[config.mk]
export PLATFORM = sky130hd
export DESIGN_NAME = mips_debug_ctrl
export DESIGN_NICKNAME = d
export VERILOG_FILES = /design/src/rtl/mips_debug_pkg.sv /design/src/rtl/debug_word_assembler.sv /design/src/rtl/mips_debug_ctrl.sv
export SDC_FILE = /design/constraint.sdc
export NUM_CORES = 1
export LEC_CHECK = 0
export ABC_AREA = 1
export ABC_CLOCK_PERIOD_IN_PS = 5700
export CAP_MARGIN = 20
export CORE_MARGIN = 2
export CORE_UTILIZATION = 40
export DETAILED_ROUTE_END_ITERATION = 8
export SETUP_SLACK_MARGIN = 0.5
export SLEW_MARGIN = 15
export SYNTH_ARGS = -nofsm -noshare
export SYNTH_HDL_FRONTEND = slang
export SYNTH_SLANG_ARGS = --single-unit
[constraint.sdc]
create_clock -name i_clk -period 5.7 [get_ports i_clk]
set_clock_uncertainty 0.15 [all_clocks]
set_input_delay 0.57 -clock i_clk [delete_from_list [all_inputs] [get_ports i_clk]]
set_output_delay 0.57 -clock i_clk [all_outputs]
set_load 0.01 [all_outputs]
[src/rtl/mips_debug_pkg.sv]
// Shared constants for the MIPS debug controller: UART byte codes,
// controller state encoding and default widths.
package mips_debug_pkg;

  localparam int NB_DATA = 8;
  localparam int LEN     = 32;

  localparam logic [7:0] CMD_LOAD  = 8'h4C;
  localparam logic [7:0] CMD_CONT  = 8'h43;
  localparam logic [7:0] CMD_STEP  = 8'h53;
  localparam logic [7:0] CMD_CLEAR = 8'h52;

  localparam logic [7:0] RSP_ACK_LOAD = 8'hAA;
  localparam logic [7:0] RSP_ACK_STEP = 8'h5A;
  localparam logic [7:0] RSP_HALTED   = 8'hDD;
  localparam logic [7:0] RSP_ERR      = 8'hEE;

  typedef logic [2:0] state_t;

  localparam state_t ST_IDLE      = 3'd0;
  localparam state_t ST_LOAD_CNT  = 3'd1;
  localparam state_t ST_LOAD_WORD = 3'd2;
  localparam state_t ST_RUN       = 3'd3;
  localparam state_t ST_STEP      = 3'd4;
  localparam state_t ST_TX        = 3'd5;
  localparam state_t ST_DONE      = 3'd6;

  // A load count must name at least one word and fit in program memory.
  function automatic logic count_valid(input logic [7:0] n, input logic [7:0] depth);
    return (n != 8'd0) && (n <= depth);
  endfunction

endpackage

[src/rtl/debug_word_assembler.sv]
// Packs UART bytes MSB-first into program words and pulses word_valid
// for one cycle after the last byte of each word.
module debug_word_assembler #(
  parameter int NB_DATA = 8,
  parameter int LEN     = 32
) (
  input  logic               clk,
  input  logic               rst_n,
  input  logic               clear,
  input  logic               push,
  input  logic [NB_DATA-1:0] data,
  output logic [LEN-1:0]     word,
  output logic               word_valid
);

  localparam int         NB_SHIFT  = LEN - NB_DATA;
  localparam logic [1:0] LAST_BYTE = 2'(LEN / NB_DATA - 1);

  logic [NB_SHIFT-1:0] shift;
  logic [1:0]          count;

  always_ff @(posedge clk or negedge rst_n) begin
    if (!rst_n) begin
      shift      <= '0;
      count      <= '0;
      word       <= '0;
      word_valid <= 1'b0;
    end else begin
      word_valid <= 1'b0;
      if (clear) begin
        shift <= '0;
        count <= '0;
      end else if (push) begin
        if (count == LAST_BYTE) begin
          word       <= {shift, data};
          word_valid <= 1'b1;
          shift      <= '0;
          count      <= '0;
        end else begin
          shift <= {shift[NB_SHIFT-NB_DATA-1:0], data};
          count <= count + 2'd1;
        end
      end
    end
  end

endmodule

[src/rtl/mips_debug_ctrl.sv]
// Debug/sequencing controller for the pipelined MIPS core: command decode, program
// load, run/step gating and status reporting. Optional macro: MIPS_DEBUG_CYCLE_REPORT_EN.
module mips_debug_ctrl #(
  parameter int NB_DATA           = mips_debug_pkg::NB_DATA,
  parameter int LEN               = mips_debug_pkg::LEN,
  parameter int RAM_DEPTH_PROGRAM = 32,
  parameter int NB_PC_ADDR        = $clog2(RAM_DEPTH_PROGRAM),
  parameter int NB_CYCLES         = 32
) (
  input  logic                  i_clk,
  input  logic                  i_rst,
  input  logic [NB_DATA-1:0]    i_rx_data,
  input  logic                  i_rx_valid,
  output logic [NB_DATA-1:0]    o_tx_data,
  output logic                  o_tx_valid,
  input  logic                  i_tx_ready,
  output logic                  o_prog_we,
  output logic [NB_PC_ADDR-1:0] o_prog_addr,
  output logic [LEN-1:0]        o_prog_data,
  output logic                  o_cpu_en,
  output logic                  o_cpu_clr,
  input  logic                  i_halt,
  output logic [NB_CYCLES-1:0]  o_cycles
);

  import mips_debug_pkg::*;

  localparam logic [NB_DATA-1:0] DEPTH_B = NB_DATA'(RAM_DEPTH_PROGRAM);

  state_t                state;
  state_t                ret_state;
  logic [NB_DATA-1:0]    tx_data;
  logic                  tx_valid;
  logic                  cpu_en;
  logic                  cpu_clr;
  logic [NB_CYCLES-1:0]  cycles;
  logic [NB_PC_ADDR-1:0] index;
  logic [NB_PC_ADDR-1:0] last_idx;
  logic                  word_valid;
`ifdef MIPS_DEBUG_CYCLE_REPORT_EN
  logic [2:0]            rep_left;
`endif

  debug_word_assembler #(
    .NB_DATA (NB_DATA),
    .LEN     (LEN)
  ) u_word_asm (
    .clk        (i_clk),
    .rst_n      (i_rst),
    .clear      (state != ST_LOAD_WORD),
    .push       (i_rx_valid && (state == ST_LOAD_WORD)),
    .data       (i_rx_data),
    .word       (o_prog_data),
    .word_valid (word_valid)
  );

  assign o_prog_we   = word_valid;
  assign o_prog_addr = index;
  assign o_tx_data   = tx_data;
  assign o_tx_valid  = tx_valid;
  assign o_cpu_en    = cpu_en;
  assign o_cpu_clr   = cpu_clr;
  assign o_cycles    = cycles;

  always_ff @(posedge i_clk or negedge i_rst) begin
    if (!i_rst) begin
      state     <= ST_IDLE;
      ret_state <= ST_IDLE;
      tx_data   <= '0;
      tx_valid  <= 1'b0;
      cpu_en    <= 1'b0;
      cpu_clr   <= 1'b0;
      cycles    <= '0;
      index     <= '0;
      last_idx  <= '0;
`ifdef MIPS_DEBUG_CYCLE_REPORT_EN
      rep_left  <= '0;
`endif
    end else begin
      cpu_clr <= 1'b0;
      if (cpu_en && (cycles != '1))
        cycles <= cycles + NB_CYCLES'(1);

      case (state)
        // DONE shares the IDLE decoder but only honours load and clear.
        ST_IDLE, ST_DONE: begin
          if (i_rx_valid) begin
            if (i_rx_data == CMD_LOAD) begin
              state <= ST_LOAD_CNT;
            end else if (i_rx_data == CMD_CLEAR) begin
              cpu_clr <= 1'b1;
              cycles  <= '0;
              state   <= ST_IDLE;
            end else if ((state == ST_IDLE) && (i_rx_data == CMD_CONT)) begin
              cpu_en <= 1'b1;
              state  <= ST_RUN;
            end else if ((state == ST_IDLE) && (i_rx_data == CMD_STEP)) begin
              cpu_en <= 1'b1;
              state  <= ST_STEP;
            end
          end
        end

        ST_LOAD_CNT: begin
          if (i_rx_valid) begin
            if (!count_valid(i_rx_data, DEPTH_B)) begin
              tx_data   <= RSP_ERR;
              tx_valid  <= 1'b1;
              ret_state <= ST_IDLE;
              state     <= ST_TX;
            end else begin
              index    <= '0;
              last_idx <= NB_PC_ADDR'(i_rx_data - NB_DATA'(1));
              state    <= ST_LOAD_WORD;
            end
          end
        end

        // The write strobe comes straight from the assembler; here we only
        // advance the address once that write cycle has been seen.
        ST_LOAD_WORD: begin
          if (word_valid) begin
            if (index == last_idx) begin
              cpu_clr   <= 1'b1;
              cycles    <= '0;
              tx_data   <= RSP_ACK_LOAD;
              tx_valid  <= 1'b1;
              ret_state <= ST_IDLE;
              state     <= ST_TX;
            end else begin
              index <= index + NB_PC_ADDR'(1);
            end
          end
        end

        ST_RUN: begin
          if (i_halt) begin
            cpu_en    <= 1'b0;
            tx_data   <= RSP_HALTED;
            tx_valid  <= 1'b1;
            ret_state <= ST_DONE;
            state     <= ST_TX;
`ifdef MIPS_DEBUG_CYCLE_REPORT_EN
            rep_left  <= 3'd4;
`endif
          end
        end

        ST_STEP: begin
          cpu_en <= 1'b0;
          tx_valid <= 1'b1;
          state    <= ST_TX;
          if (i_halt) begin
            tx_data   <= RSP_HALTED;
            ret_state <= ST_DONE;
`ifdef MIPS_DEBUG_CYCLE_REPORT_EN
            rep_left  <= 3'd4;
`endif
          end else begin
            tx_data   <= RSP_ACK_STEP;
            ret_state <= ST_IDLE;
          end
        end

        // Each byte gets its own handshake followed by one idle cycle.
        ST_TX: begin
          if (tx_valid) begin
            if (i_tx_ready) begin
              tx_valid <= 1'b0;
`ifdef MIPS_DEBUG_CYCLE_REPORT_EN
              if (rep_left == '0)
                state <= ret_state;
`else
              state <= ret_state;
`endif
            end
          end else begin
`ifdef MIPS_DEBUG_CYCLE_REPORT_EN
            tx_valid <= 1'b1;
            tx_data  <= NB_DATA'(cycles >> {2'(rep_left - 3'd1), 3'b000});
            rep_left <= rep_left - 3'd1;
`else
            state <= ret_state;
`endif
          end
        end

        default: state <= ST_IDLE;
      endcase
    end
  end

endmodule

Word-level counts from Yosys, hierarchy flattened
Index checks and enable logic that the tools add are counted.
{"block": "op_classes", "bitwise": 1, "n_reduce_logical": 20, "n_eq_ne": 27, "mux": 69, "magnitude_cmp": 1, "addsub": 4}
{"operator": "$mux W32", "n": 6}
{"operator": "$mux W24", "n": 3}
{"operator": "$pmux W32 S2", "n": 1}
{"operator": "$mux W3", "n": 18}
{"operator": "$mux W8", "n": 6}
{"operator": "$add A32 B1 Y32 const B", "n": 1}
{"operator": "$eq A8 B7 Y1 const B", "n": 4}
{"operator": "$ne A32 B32 Y1 const B", "n": 1}
{"operator": "$pmux W8 S4", "n": 1}
{"operator": "$mux W1", "n": 21}
{"operator": "$mux W5", "n": 4}
{"operator": "$pmux W3 S6", "n": 1}
{"operator": "$reduce_and A6 Y1", "n": 3}
{"operator": "$ne A2 B2 Y1 const B", "n": 8}
{"operator": "$pmux W3 S4", "n": 1}
{"operator": "$pmux W5 S2", "n": 1}
{"operator": "$eq A3 B3 Y1 const B", "n": 3}
{"operator": "$le A8 B6 Y1 const B", "n": 1}
{"operator": "$reduce_bool A8 Y1", "n": 1}
{"operator": "$reduce_and A7 Y1", "n": 1}
{"operator": "$eq A3 B2 Y1 const B", "n": 2}
{"operator": "$mux W2", "n": 3}
{"operator": "$ne A3 B3 Y1 const B", "n": 2}
{"operator": "$reduce_and A3 Y1", "n": 2}
{"operator": "other kinds (21)", "n": 27}
{"block": "totals", "inputBits": 13, "out_inout_bits": 81, "regBits": 118, "word_cells": 135}

Logic depth before layout (Yosys ltp)
Gate-level depths: netlist of the first run.
{"block": "depth", "depth_word": 8, "mapped_depth": 13, "ltp_nobuf": 12}

Cells and area by module
From an unflattened synthesis of the first run, not the netlist that was laid out.
{"block": "hier_totals", "hier_cells": 916, "area_unflattened_um2": 6521.3}
{"mod": "mips_debug_ctrl", "instances": 1, "seq_area_each_um2": 1426.4, "area_each_um2": 3960.0, "cells_per_inst": 608}
{"mod": "debug_word_assembler", "instances": 1, "seq_area_each_um2": 1476.4, "area_each_um2": 2561.2, "cells_per_inst": 308}

Least setup slack after synthesis of the first run
Ideal clock, no wire load.
{"block": "synth_path", "path_type": "input -> register", "from": "in i_rx_data[0]", "to": "reg tx_data[5] (netlist: o_tx_data[5])", "path_slack_ns": 3.790, "path_stages": 10, "path_buffers": 1, "arrival_time_ns": 1.637, "setup_ns": 0.123, "t_required_ns": 5.427, "cell_sequence": "inv_1 -> ha_1 -> nand3_1 -> nand3_1 -> nand2_1 -> nand2_1 -> nand3_2 -> buf_4 -> nand2_1 -> o21ai_1"}
{"block": "synth_via", "elab_chain_len": 4, "word_cells_on_any_way": 5, "cone_classes": "order compare (1); eq/ne (1); reduce/logical (3)"}
{"item": "from (decl)", "line": "mips_debug_ctrl.sv:12", "rtl": "input logic [NB_DATA-1:0] i_rx_data,"}
{"item": "$le A8 B6 Y1 / $reduce_bool A8 Y1 (equally long branches)", "line": "mips_debug_pkg.sv:30", "rtl": "return (n != 8'd0) && (n <= depth);"}
{"item": "$logic_and A1 B1 Y1 *", "line": "mips_debug_pkg.sv:30"}
{"item": "$ne A2 B2 Y1 (no source line) *"}
{"item": "$reduce_and A6 Y1 (no source line) *"}
{"item": "to (signal assigned)", "line": "mips_debug_ctrl.sv:69", "rtl": "tx_data <= '0;"}
{"item": "to (signal assigned)", "line": "mips_debug_ctrl.sv:107", "rtl": "tx_data <= RSP_ERR;"}
{"item": "to (signal assigned)", "line": "mips_debug_ctrl.sv:126", "rtl": "tx_data <= RSP_ACK_LOAD;"}
{"item": "to (decl)", "line": "mips_debug_ctrl.sv:32", "rtl": "logic [NB_DATA-1:0] tx_data;"}
Mark *: on every way between the ends. The rest lies on a longest branch, timed or not.
A chain may end at the register's enable or synchronous reset.

Worst setup path after layout of the first run
{"block": "layout_path", "from": "in i_rx_data[0]", "to": "reg cycles[26] (netlist: o_cycles[26])"}
{"block": "layout_via", "elab_chain_len": 5, "word_cells_on_any_way": 6, "cone_classes": "eq/ne (2); mux (4)"}
{"item": "$eq A8 B7 Y1", "line": "mips_debug_ctrl.sv:90", "rtl": "end else if (i_rx_data == CMD_CLEAR) begin"}
{"item": "$mux W32", "line": "mips_debug_ctrl.sv:90"}
{"item": "$mux W32 *", "line": "mips_debug_ctrl.sv:88", "rtl": "if (i_rx_data == CMD_LOAD) begin"}
{"item": "$mux W32 *", "line": "mips_debug_ctrl.sv:87", "rtl": "if (i_rx_valid) begin"}
{"item": "$pmux W32 S2 *", "line": "mips_debug_ctrl.sv:84", "rtl": "case (state)"}
{"item": "to (signal assigned)", "line": "mips_debug_ctrl.sv:82", "rtl": "cycles <= cycles + NB_CYCLES'(1);"}
{"item": "to (decl)", "line": "mips_debug_ctrl.sv:36", "rtl": "logic [NB_CYCLES-1:0] cycles;"}
Marks and branches as above.

==> tab_implementation.tex, run 1 <==
\begin{tabular}{lr}
\hline
Metric & Value \\
\hline
\multicolumn{2}{l}{\textbf{Timing}} \\
\quad Setup TNS & 0 ns \\
\quad Hold Violations, Final & 0 \\
\quad Min cycle time layout & 2.76 ns \\
\quad Worst relative slew slack & 33.7\% \\
\quad Endpoints failing setup & 0 \\
\quad Unrepaired setup endpoints after global routing & false \\
\quad Slew Viols, Final & 0 \\
\quad Slew @ Worst Pin & 0.993 ns \\
\quad Worst setup slack after layout & 2.94 ns \\
\quad Share of the clock period used by the worst path & 48.3\% \\
\quad FMAX & 363 MHz \\
\multicolumn{2}{l}{\textbf{Final layout}} \\
\quad Filler cells & 1381 \\
\quad Sequential cell area & 0.00290 mm2 \\
\quad Number of nets in the layout & 893 \\
\quad Synthesis-to-finish area growth & 27.7\% \\
\quad Post-layout utilization of the core & 52.6\% \\
\quad Antenna Cells & 0 \\
\quad Multi-input combinational cell area & 0.00259 mm2 \\
\quad Share of layout cells above drive strength 1 & 7.22\% \\
\multicolumn{2}{l}{\textbf{Logic synthesis}} \\
\quad Yosys warnings & 0 \\
\quad Mapped Nets & 800 \\
\quad Count leader, synth & sky130\_fd\_sc\_hd\_\_nand2\_1 \\
\quad Largest family of logic cells by synthesized area & simple AND/OR/NAND/NOR gates \\
\quad Largest area contributor in the netlist & sky130\_fd\_sc\_hd\_\_dfrtp\_1 \\
\quad Async set-or-reset flop fraction in the synthesized netlist & 100\% \\
\quad Gate count after technology mapping & 780 \\
\quad Main area contributors after synthesis & sky130\_fd\_sc\_hd\_\_dfrtp\_1 (48\%), sky130\_fd\_sc\_hd\_\_nand2\_1 (13\%), sky130\_fd\_sc\_hd\_\_nor2\_1 (7.0\%) \\
\quad Commonest cells in the netlist & sky130\_fd\_sc\_hd\_\_nand2\_1 (213), sky130\_fd\_sc\_hd\_\_dfrtp\_1 (116), sky130\_fd\_sc\_hd\_\_nor2\_1 (112), sky130\_fd\_sc\_hd\_\_inv\_1 (89), sky130\_fd\_sc\_hd\_\_nand3\_1 (50) \\
\quad Area of the mapped netlist & 0.00601 mm2 \\
\quad Flip-flop and latch count after synthesis & 116 \\
\quad Top\_reg\_cell synth & sky130\_fd\_sc\_hd\_\_dfrtp\_1 \\
\quad Post-synthesis compound-gate area fraction & 9.10\% \\
\quad Fraction of synthesized area in multiplexers & 0\% \\
\quad Share of the synthesized area in the top cell type & 48.3\% \\
\quad Fraction of the mapped netlist area in adder cells & 1.46\% \\
\quad Sequential share of the synthesized area & 48.3\% \\
\quad Number of synthesized flops with an enable pin & 0 \\
\quad Xor and xnor fraction of the mapped netlist area & 2.04\% \\
\quad Synthesized area divided by synthesized cell count & 7.70 um2 \\
\quad Netlist cell types & 33 \\
\quad Share of synthesized cell area in and, or, nand and nor gates & 30.6\% \\
\multicolumn{2}{l}{\textbf{Routing}} \\
\quad Met2 wire len & 7.35 mm \\
\quad Top layer in use & met4 \\
\quad Via/cell ratio & 5.03 \\
\quad Metal3 WL & 776 um \\
\quad Wirelength, routed & 15.6 mm \\
\quad Initial DRT Pass Iterations & 7 \\
\quad DRC violations left & 0 \\
\quad Post-DR wirelength/cell & 14.6 um \\
\quad Post-DRT Antenna Nets & 0 \\
\quad M1 WL & 7.29 mm \\
\quad Vias post-DR & 5385 \\
\quad DR iter-0 viols & 384 \\
\multicolumn{2}{l}{\textbf{Floorplan}} \\
\quad Horizontal die dimension & 127 um \\
\quad Std cell rows & 44 \\
\quad Initial Util & 41.2\% \\
\quad Die outline area & 0.0160 mm2 \\
\quad Core Box Area & 0.0146 mm2 \\
\quad Number of ports placed on the die boundary & 94 \\
\quad Die height & 127 um \\
\multicolumn{2}{l}{\textbf{Place}} \\
\quad Worst slack at placement & 2.48 ns \\
\quad Routability-driven placement congestion ratio & 0.931 \\
\quad Number of buffer cells added on primary ports & 93 \\
\quad Detailed placer's ending HPWL & 11.1 mm \\
\multicolumn{2}{l}{\textbf{Outcome}} \\
\quad Result of the run & finished, final reports clean \\
\multicolumn{2}{l}{\textbf{Worst hold path}} \\
\quad Worst min-delay path category & in2async \\
\multicolumn{2}{l}{\textbf{Critical path}} \\
\quad Worst Path Max Fanout & 22 \\
\quad Type of the setup path with the least slack & in2reg \\
\quad Data arrival time of the critical path & 2.91 ns \\
\quad Critical Path Source Type & input port \\
\quad Crit path capture type & flip-flop \\
\quad Required @ worst endpoint & 5.86 ns \\
\quad Register-to-register setup slack & 3.16 ns \\
\multicolumn{2}{l}{\textbf{Clock tree}} \\
\quad CTS tree & yes \\
\quad Hold-fix buffers at CTS & 0 \\
\quad Buffers inserted by post-CTS timing repair & 0 \\
\quad Worst skew pair latency & 0.42 ns \\
\quad Clock root buffer & sky130\_fd\_sc\_hd\_\_clkbuf\_16 \\
\quad Resize count post-CTS & 0 \\
\quad Clock Pin Slew Worst Setup and Hold Paths & 0.06 ns \\
\quad Sinks on Clock Net & 116 \\
\quad CTS H-Tree Depth & 4 \\
\quad Maximum number of buffers from clock root to sink & 2 \\
\quad Total clock buffers created by CTS & 17 \\
\multicolumn{2}{l}{\textbf{Power and ir drop}} \\
\quad Leakage power summed over all cells & 3.51 nW \\
\quad Fraction of power spent switching nets & 34.8\% \\
\quad Cell internal pwr & 2.12 mW \\
\quad Clock share of power & 35.9\% \\
\quad Combinational share of power & 29.7\% \\
\quad Maximum vdd ir drop & 0.390 mV \\
\quad Power Density & 424 mW/mm2 \\
\quad Overall power & 3.25 mW \\
\quad Register share of total power & 34.4\% \\
\quad Switching power & 1.13 mW \\
\multicolumn{2}{l}{\textbf{GRT}} \\
\quad Via count of the first global-routing pass & 5111 \\
\quad Global-route wire length before repair & 25.7 mm \\
\quad Overall Global Routing Usage & 20.0\% \\
\quad Antenna violations before repair & 0 \\
\quad Total global routing overflow & 0 \\
\quad Largest net degree at the start of global routing & 65 \\
\multicolumn{2}{l}{\textbf{Flow run}} \\
\quad Number of maximum-capacitance violations & 0 \\
\hline
\end{tabular}
==> power by group through the flow <==
stage,Sequential (mW),Combinational (mW),Clock [mW]
5_1_grt,1.14,1.09,1.23
6_report,1.12,0.967,1.17
4_1_cts,1.12,0.973,1.18
3_3_place_gp,1.12,0.948,0
2_1_floorplan,1.12,0.614,0
3_5_place_dp,1.13,0.960,0
==> cell type report <==
cell class,instances,area share (%)
clock buffers,21,6.26
multi-input cells,550,33.8
well taps,184,3.00
clock inverters,11,2.27
repair buffers,94,12.2
inverters,94,4.66
flip-flops and latches,116,37.8
==> cell usage in the layout, fill, tap and decap left out, types with 11 or more instances in the layout <==
cell type / instances
sky130_fd_sc_hd__nand2_1: 213
sky130_fd_sc_hd__clkbuf_16: 17
sky130_fd_sc_hd__inv_1: 89
sky130_fd_sc_hd__nand3_1: 50
sky130_fd_sc_hd__clkdlybuf4s50_1: 92
sky130_fd_sc_hd__nor3_1: 14
sky130_fd_sc_hd__o21ai_1: 44
sky130_fd_sc_hd__o22ai_1: 24
sky130_fd_sc_hd__nor2_1: 112
sky130_fd_sc_hd__a21oi_1: 11
sky130_fd_sc_hd__dfrtp_1: 116
sky130_fd_sc_hd__o21ai_0: 21
==> metrics by stage <==
step                      hold WS, ns  instance area [um2]  instances
after floorplan                 0.124                 6010        780
after global placement          0.302                 7020       1038
after detailed placement        0.306                 7020       1038
after CTS                       0.121                 7670       1070
after global routing            0.165                 7670       1070
final                          0.0853                 7670       1070
==> per-layer routing <==
layer | GRT usage, % | up-vias
met5 | 0 | -
met4 | 6.53 | 0
met3 | 5.36 | 17
met2 | 30.9 | 139
met1 | 27.6 | 2548
li1 | - | 2681
==> flip-flops by register name (all words and copies together), names as in the netlist <==
register	count
o_cycles	32
u_word_asm.word	32
u_word_asm.word_valid	1
o_cpu_en	1
u_word_asm.shift	24
last_idx	5
o_prog_addr	5
o_tx_valid	1
o_cpu_clr	1
u_word_asm.count	2
o_tx_data	8
ret_state	1
state	3
==> worst max-delay path, stage by stage <==
cell,delay [ns]
sky130_fd_sc_hd__clkdlybuf4s50_1,0.51
sky130_fd_sc_hd__inv_1,0.12
sky130_fd_sc_hd__ha_1,0.26
sky130_fd_sc_hd__nand3_1,0.09
sky130_fd_sc_hd__nor2_1,0.06
sky130_fd_sc_hd__nor2_1,0.19
sky130_fd_sc_hd__nand3_1,0.12
sky130_fd_sc_hd__nand2_1,0.66
sky130_fd_sc_hd__inv_1,0.17
sky130_fd_sc_hd__nand2_1,0.11
sky130_fd_sc_hd__nor2_1,0.04
==> kinds of logic after synthesis <==
kind of cell / count (synthesis)
compound gates: 102
fa+ha+maj: 7
buf+inv: 114
simple gates: 427
flops: 116
xor+xnor: 14
==> worst paths after layout <==
kind / start / end / depth (start not counted)
max: i_rx_data[0] / o_cycles[26] / 11
min: i_rst / u_word_asm.word[29] / 1
max reg2reg: state[0] / u_word_asm.count[0] / 5
min reg2reg: u_word_asm.word[13] / u_word_asm.word[13] / 2
max in group asynchronous: i_rst / o_tx_data[0] / 2
min in group i_clk: u_word_asm.word[13] / u_word_asm.word[13] / 2
No activity file was read; power rests on OpenSTA's default activity.
==> run 2, diff against run 1 <==
--- a/config.mk
+++ b/config.mk
@@ -6,7 +6,7 @@
 export NUM_CORES = 1
 export LEC_CHECK = 0
 export ABC_AREA = 1
-export ABC_CLOCK_PERIOD_IN_PS = 5700
+export ABC_CLOCK_PERIOD_IN_PS = 2450
 export CAP_MARGIN = 20
 export CORE_MARGIN = 2
 export CORE_UTILIZATION = 40
==> constraint.sdc (replaced) <==
create_clock -name i_clk -period 2.45 [get_ports i_clk]
set_clock_uncertainty 0.15 [all_clocks]
set_input_delay 0.245 -clock i_clk [delete_from_list [all_inputs] [get_ports i_clk]]
set_output_delay 0.245 -clock i_clk [all_outputs]
set_load 0.01 [all_outputs]
==> run 2 against run 1 <==
  * Global-route usage up 0.21 points
  * Critical endpoint is now o_prog_addr[3]
  * Sequential share of layout area fell by 1.2 points
  * Largest cell class unchanged
  * Highest routed layer unchanged
  * Register-to-register slack got worse by 2.6 ns
  * Wire length up 1.2%
==> tab_implementation.tex, run 2 (synthesized netlist as in run 1, its figures left out) <==
\begin{tabular}{lr}
\hline
Metric & Value \\
\hline
\multicolumn{2}{l}{\textbf{Critical path}} \\
\quad Critical Path Source Type & flip-flop (was input port) \\
\quad Register-to-register setup slack & 0.58 ns (was 3.16 ns) \\
\quad Required @ worst endpoint & 2.06 ns (was 5.86 ns) \\
\quad Crit-path cells & clkdlybuf4s50\_1 (was clkdlybuf4s50\_1 > inv\_1 > ha\_1 > nand3\_1 > nor2\_1 > nor2\_1 > nand3\_1 > nand2\_1 > inv\_1 > nand2\_1 > nor2\_1) \\
\quad Critical path's largest stage delay & 0.60 ns (was 0.66 ns) \\
\quad Crit path capture type & output pin (was flip-flop) \\
\quad Library cell contributing the largest single delay on the critical path & sky130\_fd\_sc\_hd\_\_clkdlybuf4s50\_1 (was sky130\_fd\_sc\_hd\_\_nand2\_1) \\
\quad Data arrival time of the critical path & 1.51 ns (was 2.91 ns) \\
\quad Number of buffers and inverters on the critical path & 1 (was 3) \\
\quad Largest delay share family, worst path & buffers and inverters (was simple AND/OR/NAND/NOR gates) \\
\quad Type of the setup path with the least slack & reg2out (was in2reg) \\
\quad Worst Path Max Fanout & 6 (was 22) \\
\multicolumn{2}{l}{\textbf{Place}} \\
\quad Number of buffer cells added on primary ports & 93 (unchanged) \\
\quad Detailed placer's ending HPWL & 11.4 mm (was 11.1 mm) \\
\quad Routability-driven placement congestion ratio & 0.894 (was 0.931) \\
\quad Number of instances in the placed design & 1046 (was 1038) \\
\quad Total cell area at the placement stage & 0.00710 mm2 (was 0.00702 mm2) \\
\multicolumn{2}{l}{\textbf{Timing}} \\
\quad Slew @ Worst Pin & 0.571 ns (was 0.993 ns) \\
\quad Share of the clock period used by the worst path & 77.6\% \\
\quad Worst relative slew slack & 61.9\% (was 33.7\%) \\
\quad FMAX & 526 MHz \\
\quad Unrepaired setup endpoints after global routing & true (was false) \\
\quad Slew Viols, Final & 0 (unchanged) \\
\quad Setup TNS & 0 ns (unchanged) \\
\quad Min cycle time layout & 1.90 ns \\
\quad Hold Violations, Final & 0 (unchanged) \\
\quad Endpoints failing setup & 0 (unchanged) \\
\multicolumn{2}{l}{\textbf{Clock tree}} \\
\quad Total clock buffers created by CTS & 17 (unchanged) \\
\quad CTS tree & yes (unchanged) \\
\quad Maximum number of buffers from clock root to sink & 2 (unchanged) \\
\quad Clock root buffer & sky130\_fd\_sc\_hd\_\_clkbuf\_16 (unchanged) \\
\quad CTS H-Tree Depth & 4 (unchanged) \\
\quad Worst skew pair latency & 0.41 ns (was 0.42 ns) \\
\quad Clock Pin Slew Worst Setup and Hold Paths & 0.06 ns (about the same) \\
\quad Sinks on Clock Net & 116 (unchanged) \\
\multicolumn{2}{l}{\textbf{Floorplan}} \\
\quad Std cell rows & 44 (unchanged) \\
\quad Number of ports placed on the die boundary & 94 (unchanged) \\
\quad Horizontal die dimension & 127 um (unchanged) \\
\quad Initial Util & 41.2\% (unchanged) \\
\quad Die height & 127 um (unchanged) \\
\quad Core Box Area & 0.0146 mm2 (unchanged) \\
\quad Die outline area & 0.0160 mm2 (unchanged) \\
\multicolumn{2}{l}{\textbf{Power and ir drop}} \\
\quad Power Density & 984 mW/mm2 (was 424 mW/mm2) \\
\quad Switching power & 2.68 mW (was 1.13 mW) \\
\quad Maximum vdd ir drop & 0.549 mV (was 0.390 mV) \\
\quad Clock share of power & 35.5\% (was 35.9\%) \\
\quad Leakage power summed over all cells & 3.63 nW (was 3.51 nW) \\
\quad Cell internal pwr & 5.18 mW (was 2.12 mW) \\
\quad Register share of total power & 33.3\% (was 34.4\%) \\
\quad Combinational share of power & 31.2\% (was 29.7\%) \\
\quad Fraction of power spent switching nets & 34.1\% (was 34.8\%) \\
\multicolumn{2}{l}{\textbf{Final layout}} \\
\quad Number of nets in the layout & 915 (was 893) \\
\quad Filler cells & 1374 (was 1381) \\
\quad Antenna Cells & 0 (unchanged) \\
\quad Commonest non-fill, non-tap cells in the layout & sky130\_fd\_sc\_hd\_\_nand2\_1 (210), sky130\_fd\_sc\_hd\_\_nor2\_1 (106), sky130\_fd\_sc\_hd\_\_dfrtp\_1 (96) (was sky130\_fd\_sc\_hd\_\_nand2\_1 (213), sky130\_fd\_sc\_hd\_\_dfrtp\_1 (116), sky130\_fd\_sc\_hd\_\_nor2\_1 (112)) \\
\quad Post-Layout Cell Count & 1092 (was 1070) \\
\quad Most common library cell in the layout ignoring fill and taps & sky130\_fd\_sc\_hd\_\_nand2\_1 (unchanged) \\
\quad Synthesis-to-finish area growth & 33.1\% (was 27.7\%) \\
\quad Post-route design area & 0.00799 mm2 (was 0.00767 mm2) \\
\quad Share of layout cells above drive strength 1 & 13.0\% (was 7.22\%) \\
\multicolumn{2}{l}{\textbf{Routing}} \\
\quad Vias post-DR & 5449 (was 5385) \\
\quad Initial DRT Pass Iterations & 7 (unchanged) \\
\quad Post-DRT Antenna Nets & 0 (unchanged) \\
\quad Via/cell ratio & 4.99 (was 5.03) \\
\quad Wirelength, routed & 15.8 mm (was 15.6 mm) \\
\quad Post-DR wirelength/cell & 14.5 um (was 14.6 um) \\
\quad DRC violations left & 0 (unchanged) \\
\quad DR iter-0 viols & 343 (was 384) \\
\multicolumn{2}{l}{\textbf{GRT}} \\
\quad Total global routing overflow & 0 (unchanged) \\
\quad Global-route wire length before repair & 26.0 mm (was 25.7 mm) \\
\quad Overall Global Routing Usage & 20.2\% (was 20.0\%) \\
\quad Largest net degree at the start of global routing & 65 (unchanged) \\
\quad Via count of the first global-routing pass & 5298 (was 5111) \\
\quad Antenna violations before repair & 0 (unchanged) \\
\multicolumn{2}{l}{\textbf{Flow run}} \\
\quad Number of maximum-capacitance violations & 0 (unchanged) \\
\multicolumn{2}{l}{\textbf{Worst hold path}} \\
\quad Worst min-delay path category & in2async (unchanged) \\
\multicolumn{2}{l}{\textbf{Outcome}} \\
\quad Result of the run & finished, final reports clean (unchanged) \\
\hline
\end{tabular}
==> run 2: cell count changes in the layout (fill, tap and decap cells not counted), sizes merged <==
cell,before,now
buf,2,23
inv,94,96
clkinv,4,2
clkinvlp,3,2
bufinv,4,5
dlygate4sd3,0,1
==> run 2: what timing repair did <==
action / 4_1_cts / 5_1_grt
resized for setup: 6 / 37
setup endpoints to repair: 61 / 91
cloned: 0 / 0
pin swaps: 0 / 5
hold buffers: 1 / 0
hold endpoints to repair: 39 / 0
buffers inserted: 4 / 9
==> run 2: per-layer routing <==
metal / GRT usage (%) / wire length [um]
met1: 27.0 / 7350
met2: 32.3 / 7490
met3: 4.18 / 653
met4: 8.47 / 301
met5: 0 / 0
==> run 2: metrics by stage <==
stage	worst slack, ns	util [%]	power [mW]	hold slack, ns
3_3_place_gp	0.173	48.7	4.83	0.127
4_1_cts	0.518	53.7	7.80	0.250
3_5_place_dp	0.0850	48.7	4.88	0.139
5_1_grt	0.482	54.8	8.34	0.292
2_1_floorplan	0.567	-	4.03	-0.201
6_report	0.549	54.8	7.87	0.218
==> run 2: final timing paths <==
path | from | end | cells past startpoint
worst max-delay path | o_prog_addr[3] | o_prog_addr[3] | 1
worst min-delay path | i_rst | u_word_asm.word[28] | 2
worst max register to register | o_cycles[0] | o_cycles[29] | 10
worst min register to register | o_tx_data[3] | o_tx_data[3] | 2
max in group asynchronous | i_rst | o_prog_addr[2] | 3
min in group i_clk | o_tx_data[3] | o_tx_data[3] | 2
==> run 2: cell type report <==
type	count	area (um2)	area share [%]
clock buffers	21	470	5.89
clock inverters	11	196	2.46
inverters	94	365	4.57
multi-input cells	550	2660	33.2
flip-flops and latches	116	2930	36.6
well taps	184	230	2.88
repair buffers	116	1140	14.3
==> run 2: power by group through the flow <==
stage | Clock, mW | Combinational, mW | Sequential [mW]
after global routing | 2.92 | 2.76 | 2.66
after global placement | 0 | 2.21 | 2.63
final | 2.79 | 2.46 | 2.62
after CTS | 2.83 | 2.37 | 2.60
after floorplan | 0 | 1.43 | 2.60
after detailed placement | 0 | 2.25 | 2.63
